[config.mk]
export PLATFORM = sky130hd
export DESIGN_NAME = m20k_dual_port_arbiter
export DESIGN_NICKNAME = d
export VERILOG_FILES = /design/src/rtl/m20k_dual_port_arbiter.sv
export SDC_FILE = /design/constraint.sdc
export NUM_CORES = 1
export LEC_CHECK = 0
export ABC_AREA = 1
export CAP_MARGIN = 20
export CORE_AREA = 2 2 142 144
export CTS_BUF_LIST = sky130_fd_sc_hd__clkbuf_4
export CTS_CLUSTER_DIAMETER = 80
export DETAILED_ROUTE_END_ITERATION = 6
export DIE_AREA = 0 0 144 146
export GPL_ROUTABILITY_DRIVEN = 0
export GPL_TIMING_DRIVEN = 0
export SLEW_MARGIN = 20
export SYNTH_ARGS = -nofsm -noshare
export SYNTH_HDL_FRONTEND = slang
export SYNTH_SLANG_ARGS = --single-unit
[constraint.sdc]
create_clock -name CLK -period 7.1 [get_ports CLK]
set_clock_uncertainty 0.15 [all_clocks]
set_input_delay 1.775 -clock CLK [delete_from_list [all_inputs] [get_ports CLK]]
set_output_delay 1.775 -clock CLK [all_outputs]
set_load 0.02 [all_outputs]
[src/rtl/m20k_dual_port_arbiter.sv]
// Round-robin arbiter sharing one dual-port 8192x2 M20K between NUM_REQ requesters.
// It grants up to two hazard-free requests per cycle and routes the read data back to each requester.
module m20k_dual_port_arbiter #(
  parameter int NUM_REQ = 4,
  parameter int AW      = 13,
  parameter int DW      = 2
) (
  input  logic                  CLK,
  input  logic                  RST,
  input  logic [NUM_REQ-1:0]    REQ_VALID,
  input  logic [NUM_REQ-1:0]    REQ_WE,
  input  logic [NUM_REQ*AW-1:0] REQ_ADDR,
  input  logic [NUM_REQ*DW-1:0] REQ_WDATA,
  output logic [NUM_REQ-1:0]    REQ_READY,
  output logic [NUM_REQ-1:0]    RSP_VALID,
  output logic [NUM_REQ*DW-1:0] RSP_DATA,
  output logic [AW-1:0]         A0,
  output logic [AW-1:0]         A1,
  output logic [DW-1:0]         D0,
  output logic [DW-1:0]         D1,
  output logic                  CE0,
  output logic                  CE1,
  output logic                  WE0,
  output logic                  WE1,
  input  logic [DW-1:0]         Q0,
  input  logic [DW-1:0]         Q1
);

  localparam int PW = $clog2(NUM_REQ);
  typedef logic [PW-1:0] idx_t;

  idx_t rrPtr_q, rrPtr_d;
  logic rdPend0Valid_q, rdPend0Valid_d;
  logic rdPend1Valid_q, rdPend1Valid_d;
  idx_t rdPend0Idx_q, rdPend0Idx_d;
  idx_t rdPend1Idx_q, rdPend1Idx_d;

  logic g0Valid, g1Valid;
  idx_t g0Idx, g1Idx, cand, lastIdx;

  // A candidate that hits port 0's word while either side writes is skipped, so scanning continues past it.
  always_comb begin
    g0Valid = 1'b0;
    g1Valid = 1'b0;
    g0Idx   = '0;
    g1Idx   = '0;
    cand    = '0;
    for (int k = 0; k < NUM_REQ; k++) begin
      cand = idx_t'((int'(rrPtr_q) + k) % NUM_REQ);
      if (!RST && REQ_VALID[cand]) begin
        if (!g0Valid) begin
          g0Valid = 1'b1;
          g0Idx   = cand;
        end else if (!g1Valid &&
                     !((REQ_ADDR[cand*AW +: AW] == REQ_ADDR[g0Idx*AW +: AW]) &&
                       (REQ_WE[cand] || REQ_WE[g0Idx]))) begin
          g1Valid = 1'b1;
          g1Idx   = cand;
        end
      end
    end
  end

  always_comb begin
    REQ_READY = '0;
    if (g0Valid) REQ_READY[g0Idx] = 1'b1;
    if (g1Valid) REQ_READY[g1Idx] = 1'b1;
  end

  always_comb begin
    CE0 = g0Valid;
    WE0 = g0Valid && REQ_WE[g0Idx];
    A0  = g0Valid ? REQ_ADDR[g0Idx*AW +: AW] : '0;
    D0  = g0Valid ? REQ_WDATA[g0Idx*DW +: DW] : '0;
    CE1 = g1Valid;
    WE1 = g1Valid && REQ_WE[g1Idx];
    A1  = g1Valid ? REQ_ADDR[g1Idx*AW +: AW] : '0;
    D1  = g1Valid ? REQ_WDATA[g1Idx*DW +: DW] : '0;
  end

  always_comb begin
    lastIdx = g1Valid ? g1Idx : g0Idx;
    rrPtr_d = rrPtr_q;
    if (g0Valid) begin
      rrPtr_d = (lastIdx == idx_t'(NUM_REQ - 1)) ? '0 : lastIdx + 1'b1;
    end
    rdPend0Valid_d = g0Valid && !REQ_WE[g0Idx];
    rdPend0Idx_d   = g0Idx;
    rdPend1Valid_d = g1Valid && !REQ_WE[g1Idx];
    rdPend1Idx_d   = g1Idx;
  end

  always_ff @(posedge CLK or posedge RST) begin
    if (RST) begin
      rrPtr_q        <= '0;
      rdPend0Valid_q <= 1'b0;
      rdPend1Valid_q <= 1'b0;
      rdPend0Idx_q   <= '0;
      rdPend1Idx_q   <= '0;
    end else begin
      rrPtr_q        <= rrPtr_d;
      rdPend0Valid_q <= rdPend0Valid_d;
      rdPend1Valid_q <= rdPend1Valid_d;
      rdPend0Idx_q   <= rdPend0Idx_d;
      rdPend1Idx_q   <= rdPend1Idx_d;
    end
  end

  // Memory Q is already one cycle behind the grant, so it is steered straight to the owning lane.
  always_comb begin
    RSP_VALID = '0;
    RSP_DATA  = '0;
    if (rdPend0Valid_q) begin
      RSP_VALID[rdPend0Idx_q]            = 1'b1;
      RSP_DATA[rdPend0Idx_q*DW +: DW]    = Q0;
    end
    if (rdPend1Valid_q) begin
      RSP_VALID[rdPend1Idx_q]            = 1'b1;
      RSP_DATA[rdPend1Idx_q*DW +: DW]    = Q1;
    end
  end

endmodule

==> results of run 1 <==
## power by group
part | internal (mW) | switching (mW)
clock | 0.0193 | 0.0155
sequential | 0.0682 | 0.0273
combinational | 1.92 | 3.15
total | 2.00 | 3.19
## critical path: cells and delay by family
| kind | cells | cell delay, ps |
|---|---|---|
| buffers and inverters | 6 | 720 |
| and+or+nand+nor | 23 | 2330 |
| adders and majority gates | 1 | 220 |
## sequential cells by signal, indices dropped and copies added (netlist names)
signal and flops:
rdPend1Valid_q 1, rdPend0Idx_q 2, rdPend0Valid_q 1, rrPtr_q 2
rdPend1Idx_q 2
## what timing repair did
item,4_1_cts,5_1_grt
gates resized for setup,251,86
hold buffers,0,0
pin swaps,46,39
setup buffers,27,10
endpoints found under the setup margin,37,32
cloned,7,4
## cell families after synthesis
kind of cell,synth area share [%]
adder cells (fa/ha/maj),3.59
XOR/XNOR,1.10
AO/OA/AOI/OAI,20.5
flip-flops,3.59
buffers and inverters,14.2
multiplexers,0.539
AND/OR/NAND/NOR,56.5
## path summary, 6_finish.rpt
path / end / depth (start not counted)
hold / removal: rrPtr_q[1]$_DFFE_PP0P_ / 3
min in group asynchronous: rrPtr_q[1]$_DFFE_PP0P_ / 4
setup / recovery: A1[1] / 30
max in group asynchronous: rdPend1Idx_q[1]$_DFF_PP0_ / 4
hold reg to reg: rrPtr_q[1]$_DFFE_PP0P_ / 3
setup reg to reg: rrPtr_q[1]$_DFFE_PP0P_ / 31
## per-layer routing
layer / track usage [%] / share of wire, %
met1: 40.3 / 39
met2: 41.1 / 41
met3: 9.18 / 15
met4: 8.53 / 4.7
met5: 0 / 0
## cell usage after synthesis, types with 9 or more instances
library cell,n
ha_1,16
nand2_1,399
o211ai_1,14
inv_1,117
buf_4,9
nand3b_1,11
a21oi_1,15
o221ai_1,14
o21ai_0,106
buf_2,17
nand2_2,10
nor2_1,102
nand3_1,156
clkbuf_1,24
o22ai_1,28
## final cells by class
class	instances	area (µm²)
Antenna cell	1	2.50
Clock buffer	3	22.5
Tap cell	265	332
Inverter	123	477
Fill cell	2065	11000
Buffer	57	499
Timing Repair Buffer	171	1750
Multi-Input combinational cell	939	5030
Sequential cell	8	200
## per-stage QoR
stage,hold slack (ps),utilization [%]
2_1_floorplan,447,-
3_3_place_gp,482,36.9
3_5_place_dp,491,36.9
4_1_cts,507,40.7
5_1_grt,588,43.0
6_report,527,43.0
==> metrics.txt, run 1 <==
port bufs=123; syn avg cell area=4.94 µm²; Critical Path Slowest Stage Cell=ha_4; CTS tree=built; most frequent CP cell=nor2_1; Max VDD drop=0.289 mV; Routed Wire Length=32.0 mm; Top-Level Pins=124; outcome=finished, violations left; detailed placement HPWL=23.5 mm; Yosys reg bits=8; min-delay worst type=flip-flop to flip-flop; crit path from=REQ_VALID[3]; ys async rst share=100%; Critical Path Fanout Max=8; CTS Sinks=8; Wirelength per Cell=20.4 µm; setup slack after layout=95.3 ps; core area=0.0193 mm²; clk buf depth=2; clk_lat worst skew=250 ps; Setup violations, final=0; setup repair after global routing missed its margin=true; largest net degree at the start of global routing=11; number of H-tree levels=1; Syn Inst Count=1128; WS Path Type=primary input to primary output; clock-pin slew on the worst setup and hold paths=50 ps; commonest non-fill, non-tap cell in the layout=nand2_1; CP Data Required Time=5180 ps; Post-synth EDFFs=0; failing checks=DRC; Mapped Area=0.00557 mm²; critical path's largest stage delay=220 ps; die span in y=146 µm; Synth top area share=26.9%; commonest cells after routing, fill and taps aside=nand2_1, nand3_1, inv_1; endpoints failing hold=0; initial antenna violation count=0; Num CTS Buffers=3; setup TNS=0 ps; fraction of layout instances using a drive strength above 1=19.5%; Tmin final=7000 ps; crit start category=primary input; Seq/Total Area, Yosys=3.59%; Mapped Nets=1218; MaxCap Viol Count=0; Power, Total=5.19 mW; fin crit share=98.7%; Layout Cells excl Fill=1567; die width=144 µm; first-pass GRT wire length=46.0 mm; initial core utilization=28.8%; Root Driver=clkbuf_4; total die area=0.0210 mm²; f_max=143 MHz; Rows=51; cell taking the most area after synthesis=nand2_1; area delta synth->final=49.3%; Max Slew Vio Count=0; CP Capture Type=primary output; gr usage total=28.6%; vias in the first global route=7579; Post-route DRC=7; Final nets=1393; Max-slew headroom=51.0%; initial DRC count=1635; worst hold start=rrPtr_q[1]$_DFFE_PP0P_; Syn. warnings=0; slew at the pin with the worst max-slew slack=735 ps; synth unique cells=42; DP Area=0.00714 mm²; Worst Path Arrival=5080 ps; Final Instance Area=0.00832 mm²; Initial DRT Pass Iterations=7; global route overflow=0; vias per cell=5.62; pre-CTS worst setup slack=-2020 ps; R2R Path Start=rrPtr_q[0]$_DFFE_PP0P_; Primary FF master, synth=dfrtp_1; Post-Place Cells=1516; static leakage=4.05 nW; post-route ant nets=0; R2R setup slack=2920 ps; ranking of synthesized cells by area=nand2_1, nand3_1, o21ai_0; P per Cell Area=624 mW/mm²; DR vias=8800
Power figures use the tool's default switching activity.
==> run 2: changes to the inputs <==
GPL_ROUTABILITY_DRIVEN = default   (was 0)
==> metrics.txt, run 2 (synthesis gave the netlist of run 1 again) <==
Final GP Congestion=1.06; Max-slew headroom=43.1% (was 51.0%); initial core utilization=28.8% (unchanged); biggest regs=rdPend0Idx_q (2), rdPend1Idx_q (2), rrPtr_q (2) (unchanged); CTS tree=built (unchanged); clk buf depth=2 (unchanged); port bufs=123 (unchanged); WS Path Type=primary input to primary output (unchanged); endpoints failing hold=0 (unchanged); Power, Total=5.38 mW (was 5.19 mW); Wirelength per Cell=21.3 µm (was 20.4 µm); static leakage=4.15 nW (was 4.05 nW); global route overflow=0 (unchanged); Num CTS Buffers=3 (unchanged); Critical Path Fanout Max=10 (was 8); post-route ant nets=0 (unchanged); Final Util=44.2% (was 43.0%); Initial DRT Pass Iterations=6 (was 7); DR vias=8865 (was 8800); core area=0.0193 mm² (unchanged); slew at the pin with the worst max-slew slack=853 ps (was 735 ps); outcome=finished, final reports clean (was finished, violations left); antenna diode count=0 (was 1); setup repair after global routing missed its margin=true (unchanged); number of H-tree levels=1 (unchanged); f_max=141 MHz (was 143 MHz); Tmin final=7070 ps (was 7000 ps); CP Data Required Time=5180 ps (about the same); Post-route DRC=0 (was 7); CP Capture Type=primary output (unchanged); DP Area=0.00714 mm² (unchanged); commonest non-fill, non-tap cell in the layout=nand2_1 (unchanged); gr usage total=30.0% (was 28.6%); detailed placement HPWL=24.6 mm (was 23.5 mm); Worst Path Arrival=5150 ps (was 5080 ps); critical path's largest stage delay=290 ps (was 220 ps); Setup violations, final=0 (unchanged); die width=144 µm (unchanged); Rows=51 (unchanged); min-delay worst type=flip-flop to flip-flop (unchanged); largest net degree at the start of global routing=11 (unchanged); clock-pin slew on the worst setup and hold paths=50 ps (about the same); setup TNS=0 ps (unchanged); Root Driver=clkbuf_4 (unchanged); vias per cell=5.64 (was 5.62); initial DRC count=1353 (was 1635); MaxCap Viol Count=0 (unchanged); clk_lat worst skew=250 ps (about the same); commonest cells after routing, fill and taps aside=nand2_1, nand3_1, inv_1 (unchanged); Top-Level Pins=124 (unchanged); fin crit share=99.6% (was 98.7%); Routed Wire Length=33.5 mm (was 32.0 mm); P per Cell Area=630 mW/mm² (was 624 mW/mm²); crit start category=primary input (unchanged); first-pass GRT wire length=47.8 mm (was 46.0 mm); setup slack after layout=29.5 ps (was 95.3 ps); area delta synth->final=53.5% (was 49.3%); Max Slew Vio Count=0 (unchanged); vias in the first global route=7685 (was 7579); CTS Sinks=8 (unchanged); die span in y=146 µm (unchanged); hold_buf cts=0 (unchanged); Final nets=1400 (was 1393); Max VDD drop=0.246 mV (was 0.289 mV); pre-CTS worst setup slack=-2230 ps (was -2020 ps); fraction of layout instances using a drive strength above 1=22.4% (was 19.5%); Critical Path Slowest Stage Cell=o211ai_1 (was ha_4); Final Instance Area=0.00855 mm² (was 0.00832 mm²); initial antenna violation count=0 (unchanged); total die area=0.0210 mm² (unchanged)
-- run 2: cell types whose count changed in the layout (fill, tap and decap cells not counted), sizes merged --
cell / before / now
dlygate4sd2: 3 / 8
clkdlybuf4s50: 94 / 90
buf: 103 / 111
clkbuf: 30 / 29
clkdlybuf4s15: 1 / 0
inv: 121 / 120
diode: 1 / 0
clkinvlp: 0 / 1
-- run 2: final timing paths --
kind | from | to | slack (ps) | depth (start not counted)
setup / recovery | REQ_VALID[3] | A1[12] | 30 | 26
hold / removal | rrPtr_q[1]$_DFFE_PP0P_ | rrPtr_q[1]$_DFFE_PP0P_ | 530 | 3
setup reg to reg | rrPtr_q[0]$_DFFE_PP0P_ | rrPtr_q[1]$_DFFE_PP0P_ | 2840 | 27
hold reg to reg | rrPtr_q[1]$_DFFE_PP0P_ | rrPtr_q[1]$_DFFE_PP0P_ | 530 | 3
max in group asynchronous | RST | rdPend0Idx_q[0]$_DFF_PP0_ | 4980 | 5
min in group asynchronous | RST | rdPend0Valid_q$_DFF_PP0_ | 1660 | 5
-- run 2: metrics by stage --
stage,hold slack (ps),cells
6_report,528,1573
5_1_grt,580,1573
4_1_cts,516,1556
3_5_place_dp,493,1516
3_3_place_gp,494,1516
2_1_floorplan,447,1128
-- run 2: critical path: cells and delay by family --
| family | cells | cell delay, ps |
|---|---|---|
| AOI/OAI and AO/OA | 2 | 420 |
| xor gates and xnor gates | 1 | 260 |
| adders and majority gates | 1 | 190 |
| buffers and inverters | 9 | 1160 |
| and+or+nand+nor | 13 | 1330 |
-- run 2: timing repair --
item,4_1_cts,5_1_grt
buffers inserted,36,15
resized for setup,253,142
cloned,2,3
pin swaps,51,79
endpoints found under the hold margin,0,0
endpoints found under the setup margin,38,37
-- run 2: per-layer routing --
| metal | up-vias | routed length (µm) | track usage (%) |
|---|---|---|---|
| li1 | 4070 | - | - |
| met1 | 3995 | 13900 | 43.8 |
| met2 | 672 | 13600 | 42.8 |
| met3 | 128 | 4420 | 8.69 |
| met4 | 0 | 1540 | 7.30 |
| met5 | - | 0 | 0 |
-- run 2: final cells by class --
| class | instances | area [µm²] |
|---|---|---|
| fill | 2093 | 10800 |
| multi-input combinational | 939 | 5200 |
| timing repair buffer | 179 | 1790 |
| buffer | 56 | 533 |
| inverter | 123 | 480 |
| tap | 265 | 332 |
| sequential | 8 | 200 |
| clock buffer | 3 | 22.5 |
-- run 2: where the power goes --
group	switching [mW]	internal [mW]	total, mW
logic	3.28	1.97	5.25
clock network	0.0160	0.0194	0.0354
registers	0.0263	0.0682	0.0944
total	3.32	2.06	5.38
